==> src/rtl/ring_rx.sv <==
// Serial ring receiver: deframes start/ID/ADDR/[DATA]/[PAR]/stop into a one-deep holding register.
// Define RING_RX_PARITY_EN to add the even-parity bit and Parity_Err detection.
module ring_rx #(
    parameter int DATA_W = 24
) (
    input  logic              Clk_S,
    input  logic              Rst_n,
    input  logic              S_Data_in,
    input  logic [3:0]        r_addr,
    input  logic              Pkt_Ready,
    output logic              Pkt_Valid,
    output logic [2:0]        Pkt_ID,
    output logic [3:0]        Pkt_Addr,
    output logic [DATA_W-1:0] Pkt_Data,
    output logic              Addr_Match,
    output logic              Frame_Err,
    output logic              Parity_Err,
    output logic              Overrun
);

    localparam logic [2:0] ID_DATA_C = 3'b010;
    localparam logic [2:0] ID_DATA_3 = 3'b001;

    typedef enum logic [2:0] {S_IDLE, S_ID, S_ADDR, S_DATA, S_PAR, S_STOP} state_t;

`ifdef RING_RX_PARITY_EN
    localparam state_t POST_FIELDS = S_PAR;
`else
    localparam state_t POST_FIELDS = S_STOP;
`endif

    state_t            state;
    logic [4:0]        cnt;
    logic [2:0]        id_sh;
    logic [3:0]        addr_sh;
    logic [DATA_W-1:0] data_sh;
`ifdef RING_RX_PARITY_EN
    logic              par_acc;
`endif

    logic [2:0] id_next;
    logic       id_ok;
    logic       has_data;

    assign id_next    = {id_sh[1:0], S_Data_in};
    assign id_ok      = (id_next != 3'b100) && (id_next != 3'b101) && (id_next != 3'b110);
    assign has_data   = (id_sh == ID_DATA_C) || (id_sh == ID_DATA_3);
    assign Addr_Match = Pkt_Valid && (Pkt_Addr == r_addr);

    always_ff @(posedge Clk_S or negedge Rst_n) begin
        if (!Rst_n) begin
            state      <= S_IDLE;
            cnt        <= '0;
            id_sh      <= '0;
            addr_sh    <= '0;
            data_sh    <= '0;
`ifdef RING_RX_PARITY_EN
            par_acc    <= 1'b0;
`endif
            Pkt_Valid  <= 1'b0;
            Pkt_ID     <= '0;
            Pkt_Addr   <= '0;
            Pkt_Data   <= '0;
            Frame_Err  <= 1'b0;
            Parity_Err <= 1'b0;
            Overrun    <= 1'b0;
        end else begin
            Frame_Err  <= 1'b0;
            Parity_Err <= 1'b0;
            Overrun    <= 1'b0;

            // A load in STOP below overrides this clear (consume + complete in one cycle).
            if (Pkt_Valid && Pkt_Ready)
                Pkt_Valid <= 1'b0;

`ifdef RING_RX_PARITY_EN
            if (state == S_ID || state == S_ADDR || state == S_DATA)
                par_acc <= par_acc ^ S_Data_in;
`endif

            case (state)
                S_IDLE: begin
                    cnt <= '0;
                    if (S_Data_in) begin
                        state   <= S_ID;
                        cnt     <= 5'd2;
                        data_sh <= '0;
`ifdef RING_RX_PARITY_EN
                        par_acc <= 1'b0;
`endif
                    end
                end
                S_ID: begin
                    id_sh <= id_next;
                    if (cnt == 5'd0) begin
                        if (id_ok) begin
                            state <= S_ADDR;
                            cnt   <= 5'd3;
                        end else begin
                            Frame_Err <= 1'b1;
                            state     <= S_IDLE;
                        end
                    end else begin
                        cnt <= cnt - 5'd1;
                    end
                end
                S_ADDR: begin
                    addr_sh <= {addr_sh[2:0], S_Data_in};
                    if (cnt == 5'd0) begin
                        if (has_data) begin
                            state <= S_DATA;
                            cnt   <= 5'(DATA_W - 1);
                        end else begin
                            state <= POST_FIELDS;
                        end
                    end else begin
                        cnt <= cnt - 5'd1;
                    end
                end
                S_DATA: begin
                    data_sh <= {data_sh[DATA_W-2:0], S_Data_in};
                    if (cnt == 5'd0)
                        state <= POST_FIELDS;
                    else
                        cnt <= cnt - 5'd1;
                end
`ifdef RING_RX_PARITY_EN
                S_PAR: begin
                    cnt <= '0;
                    if (par_acc ^ S_Data_in) begin
                        Parity_Err <= 1'b1;
                        state      <= S_IDLE;
                    end else begin
                        state <= S_STOP;
                    end
                end
`endif
                S_STOP: begin
                    state <= S_IDLE;
                    cnt   <= '0;
                    if (S_Data_in) begin
                        Frame_Err <= 1'b1;
                    end else if (!Pkt_Valid || Pkt_Ready) begin
                        Pkt_Valid <= 1'b1;
                        Pkt_ID    <= id_sh;
                        Pkt_Addr  <= addr_sh;
                        Pkt_Data  <= data_sh;
                    end else begin
                        Overrun <= 1'b1;
                    end
                end
                default: begin
                    state <= S_IDLE;
                    cnt   <= '0;
                end
            endcase
        end
    end

endmodule

==> config.mk <==
export PLATFORM = sky130hd
export DESIGN_NAME = ring_rx
export DESIGN_NICKNAME = d
export VERILOG_FILES = /design/src/rtl/ring_rx.sv
export SDC_FILE = /design/constraint.sdc
export NUM_CORES = 1
export LEC_CHECK = 0
export ABC_CLOCK_PERIOD_IN_PS = 1900
export CELL_PAD_IN_SITES_DETAIL_PLACEMENT = 2
export CELL_PAD_IN_SITES_GLOBAL_PLACEMENT = 2
export CORE_UTILIZATION = 35
export CTS_BUF_LIST = sky130_fd_sc_hd__clkbuf_4 sky130_fd_sc_hd__clkbuf_8
export CTS_CLUSTER_SIZE = 24
export DETAILED_ROUTE_END_ITERATION = 10
export PLACE_DENSITY = 0.83
export SYNTH_ARGS = -nofsm -noshare
export SYNTH_HDL_FRONTEND = slang
export SYNTH_SLANG_ARGS = --single-unit
==> constraint.sdc <==
create_clock -name Clk_S -period 1.9 [get_ports Clk_S]
set_input_delay 0.38 -clock Clk_S [delete_from_list [all_inputs] [get_ports Clk_S]]
set_output_delay 0.38 -clock Clk_S [all_outputs]
set_load 0.005 [all_outputs]
==> After elaboration in Yosys (flattened, before gate mapping) <==
Index checks and enable logic that the tools add are counted.
{ "op_classes": {"add_sub_neg": 1, "eq_ne": 17, "n_mux": 27, "bitwise": 1, "reduce_logical": 14} }
{ "ops": {"columns": ["cell", "n"], "rows": [
  ["case mux 24 bit (2 select lines)", 1],
  ["2-to-1 mux 5 bit", 5],
  ["2-to-1 mux 24 bit", 1],
  ["case mux 5 bit (4 select lines)", 1],
  ["2-to-1 mux 3 bit", 5],
  ["inequality test 3 bit, second input constant", 5],
  ["case mux 3 bit (4 select lines)", 1],
  ["2-to-1 mux 1 bit", 10],
  ["inequality test 2 bit, second input constant", 5],
  ["equality test 3 x 2 -> 1 bit, second input constant", 3],
  ["equality test 3 x 1 -> 1 bit, second input constant", 2],
  ["AND reduction 3 bit", 2],
  ["zero test 5 bit", 1],
  ["subtractor 5 x 1 -> 5 bit, second input constant", 1],
  ["equality test 4 bit", 1],
  ["logical AND 1 bit", 4],
  ["2-to-1 mux 2 bit", 2],
  ["AND reduction 4 bit", 1],
  ["equality test 3 bit, second input constant", 1],
  ["zero test 3 bit", 1],
  ["logical OR 1 bit", 2],
  ["case mux 1 bit (2 select lines)", 1],
  ["AND reduction 2 bit", 1],
  ["nonzero test 2 bit", 1],
  ["other kinds (2)", 2]
]} }
{ "totals": {"reg_bits": 73, "in_bits": 8, "output_inout_bits": 36} }

==> Depth between registers and ports, before layout <==
{ "depth": {"word_depth": 6, "depth_mapped": 7, "ltp_nobuf": 6} }

==> Worst setup path after synthesis <==
No wires, ideal clock.
{ "synth_path": {"kind": "reg-to-reg", "start": "reg cnt[0]", "end": "reg cnt[1]", "setup_ns": 0.082, "arrival_ns": 1.695, "slack_ns": 0.123, "path_stages_with_launch": 8, "path_buffers": 1, "cell_sequence": "dfrtp_1 > inv_1 > ha_1 > or4b_1 > buf_2 > a21o_1 > o32a_1 > a22oi_2"} }
{ "synth_between": {"elab_chain_cells": 3, "word_cells_on_any_way": 10, "cone_classes": "add/sub: 1; eq/ne: 3; mux: 4; reduce/logical: 2"} }
{ "synth_rtl": {"columns": ["item", "line_no", "source"], "rows": [
  ["start: declaration", "33", "logic [4:0] cnt;"],
  ["start signal: assignment", "104", "cnt <= cnt - 5'd1;"],
  ["start signal: assignment", "112", "cnt <= 5'(DATA_W - 1);"],
  ["start signal: assignment", "117", "cnt <= cnt - 5'd1;"],
  ["subtractor 5 x 1 -> 5 bit or zero test 5 bit (tied branches)", null, null],
  ["2-to-1 mux 5 bit (tied with other cells)", "122", "if (cnt == 5'd0)"],
  ["case mux 5 bit (4 select lines) or AND reduction 3 bit (tied branches)", null, null]
]} }
Parallel ways exist; a longest one is shown, timed or not. The select of a mux whose other input is x is not followed.
A chain may end at the register's enable or synchronous reset.

==> Worst setup path after layout <==
{ "layout_path": {"start": "in r_addr[1]", "end": "out Addr_Match"} }
{ "layout_between": {"elab_chain_cells": 2} }
{ "layout_rtl": {"columns": ["item", "line_no", "source"], "rows": [
  ["start: declaration", "9", "input logic [3:0] r_addr,"],
  ["equality test 4 bit", "48", "assign Addr_Match = Pkt_Valid && (Pkt_Addr == r_addr);"],
  ["logical AND 1 bit", "48", null],
  ["end: declaration", "15", "output logic Addr_Match,"]
]} }
No other way between the ends.

==> results.md <==
- Overflow left after global routing: 0
- Critical Path Fanout Max: 1
- Router iterations before antenna repair: 4
- Routability-driven placement congestion ratio: 0.756
- Largest net degree at the start of global routing: 74
- Sum of net half-perimeters after detailed placement: between 4000 and 5000 µm
- Initial core utilization: 36.2%
- Total DRC errors in the routed layout: 0
- Number of distinct library cell variants in the gate-level netlist after synthesis: 34
- Share of the clock period used by the worst path after layout: 96.5%
- Via count: ~2k
- Die width: roughly 94 µm
- First-pass GRT wire length: between 10000 and 15000 µm
- End-of-flow core utilization: between 40 and 50%
- Primary FF master, synth: dfrtp_1
- Antenna Diode Count: 0
- Yosys warning count: 0
- Power density relative to cell area: 1430 nW/µm²
- TNS Setup: 0 ns
- Clock latency of the later-clocked register in the worst-skew pair: ~0.36 ns
- GRT Resource Usage Total: between 10% and 20%
- Vertical die dimension: about 94 µm
- Final hold violation count: 0
- Register-to-register setup slack: approximately 0.11 ns
- Num ports: 44
- Min Clock Period, post-route: around 1.8 ns
- Flop and latch count out of synthesis: between 70 and 80
- Total standard cell area after synthesis: ~3000 µm²
- Largest voltage drop on the vdd net: roughly 0.81 mV
- Nature of the critical path endpoint: output pin
- Sequential share of the synthesized area: about three fifths
- Synthesis-to-layout area growth: 28.9%
- Wirelength per Cell: just under 20 µm
- Endpoint arrival time on the critical path: approximately 1.5 ns
- Number of H-tree levels: 3
- Type of element launching the critical path: input port
- Number of hold buffers added after cts: 0
- Worst-case clock skew: between 0.01 and 0.015 ns
- Average size of a mapped cell: around 13 µm²
- Net count of the finished layout: ~290
- Worst min path class: input port to async pin
- Die area: 8860 µm²
- Via-to-Cell Ratio: about 5.3
- Mapped Cells: 222
- Achievable Freq: 0.545 GHz
- Row cnt: 33
- Net count after synthesis: 231
- Fin. max-slew vios: 0
- Clock Root Buffer: clkbuf_8
- Buffer count from post-CTS setup fixing: 0
- Required time reported for the critical path endpoint: 1.52 ns
- Run status: finished clean
- Fill cell instance count of the final layout: between 800 and 900
- Leakage component of the power: 1.81 nW
- Clock Pin Slew Worst Setup and Hold Paths: 0.09 ns
- Antenna viol nets, final: 0
- PortBufs: between 40 and 50
- Via count of the first global-routing pass: roughly 2.3k
- Most area-consuming cells after synthesis: dfrtp_1, mux2_2, a22o_1, nand2_1, xor2_1
- Layout cells sized above 1: 27.0%
- Clock sinks: 73
- Share of Yosys cell area claimed by the top area cell type: between 60% and 70%
- Core ar.: a little over 8000 µm²
- Number of synthesized flops with an enable pin: 0
- Setup repair after global routing missed its margin: false
- Final WL: just under 8000 µm
- Violation count after the first detailed-route iteration: 75
- Setup-violating endpoint count in the final report: 0
- Final hold slack: 0.0352 ns
- Total clock buffers created by CTS: 9
- FFs w/ async S/R, synth: 100%
- Number of buffers between clock root and the deepest sink: 2
- TritonCTS clock tree: built
- Initial antenna violation count: 0
- Largest area contributor in the synthesized netlist: dfrtp_1
- Worst Setup Path Type: input port to output pin
- Count of max-cap constraint violations: 0
[timing repair]
action,4_1_cts,5_1_grt
pin swaps,0,2
setup endpoints to repair,2,16
resized for setup,3,5
[sequential cells by signal, summed over array words and instances (netlist names)]
signal,count
Frame_Err,1
Overrun,1
Pkt_Addr,4
Pkt_Data,24
Pkt_ID,3
Pkt_Valid,1
addr_sh,4
cnt,5
data_sh,24
id_sh,3
state,3
[final timing paths]
path | startpoint | to | depth (start not counted)
worst max-delay path | r_addr[1] | Addr_Match | 5
worst min-delay path | Rst_n | Pkt_Data[16] | 2
worst max register to register | cnt[0] | cnt[1] | 6
worst min register to register | data_sh[23] | data_sh[23] | 1
max in group asynchronous | Rst_n | cnt[0] | 2
min in group Clk_S | data_sh[23] | data_sh[23] | 1
[worst max-delay path, cell delays in order]
cell and delay (ns):
clkdlybuf4s50_1 0.47, xnor2_1 0.12, nand2_1 0.08, nor4_2 0.25
buf_2 0.15
[placed cells by master, fill, tap and decap left out, drive strengths merged, types with 3 or more instances in the layout]
| cell | synthesis | final |
|---|---|---|
| dfrtp | 73 | 73 |
| mux2 | 36 | 36 |
| nor3 | 3 | 3 |
| nand2 | 15 | 15 |
| a31oi | 3 | 3 |
| clkbuf | 6 | 9 |
| o21ai | 4 | 4 |
| nand2b | 3 | 3 |
| xor2 | 5 | 5 |
| a22o | 25 | 25 |
| inv | 6 | 8 |
| nor2 | 10 | 10 |
| buf | 8 | 18 |
| clkdlybuf4s50 | 0 | 40 |
[cells in the mapped netlist, types with 2 or more instances]
cell type	count
a21o_1	2
a21oi_1	2
a221oi_1	2
a22o_1	25
a31oi_1	3
buf_2	7
clkbuf_1	4
clkbuf_8	2
dfrtp_1	73
inv_1	6
mux2_2	36
nand2_1	15
nand2b_1	3
nor2_1	10
nor2b_1	2
nor3_1	3
nor4b_1	2
o21ai_0	4
xnor2_1	2
xor2_1	5
[final cells by class]
cell class | instances | area, µm² | share of cell area, %
Tap cell | 105 | 131 | 3.43
Sequential cell | 73 | 1830 | 47.7
Clock buffer | 9 | 124 | 3.24
Inverter | 6 | 22.5 | 0.588
Multi-Input combinational cell | 129 | 1050 | 27.5
Clock inverter | 7 | 101 | 2.65
Timing Repair Buffer | 58 | 568 | 14.8
[per-stage QoR]
stage / power [mW] / area [µm²] / cells / setup slack (ns)
after detailed placement: 4.03 / 3590 / 371 / -0.316
after CTS: 5.53 / 3820 / 387 / -0.0184
after floorplan: 3.26 / 2970 / 222 / 0.123
after global placement: 3.88 / 3590 / 371 / -0.234
final: 5.47 / 3830 / 387 / 0.0658
after global routing: 5.78 / 3830 / 387 / 0.00119
[where the power goes]
group | internal, mW | switching [mW]
Clock | 0.750 | 0.637
Sequential | 1.89 | 0.325
Combinational | 0.929 | 0.945
Total | 3.57 | 1.91
[kinds of logic after synthesis]
kind of cell,count (synthesis),share of synthesized area [%]
adder cells (fa/ha/maj),1,0.421
AND/OR/NAND/NOR,39,6.28
flip-flops,73,61.5
multiplexers,37,14.0
AO/OA/AOI/OAI,44,12.0
XOR/XNOR,7,2.06
buffers and inverters,20,3.62
other,1,0.126
[metal layers]
metal / global-route usage (%) / vias up / wire length [µm]
met1: 22.8 / 1070 / 3340
met5: 0 / - / 0
met2: 32.7 / 50 / 3970
met3: 4.53 / 12 / 234
met4: 7.05 / 0 / 138
li1: - / 903 / -
Power figures use the tool's default switching activity.
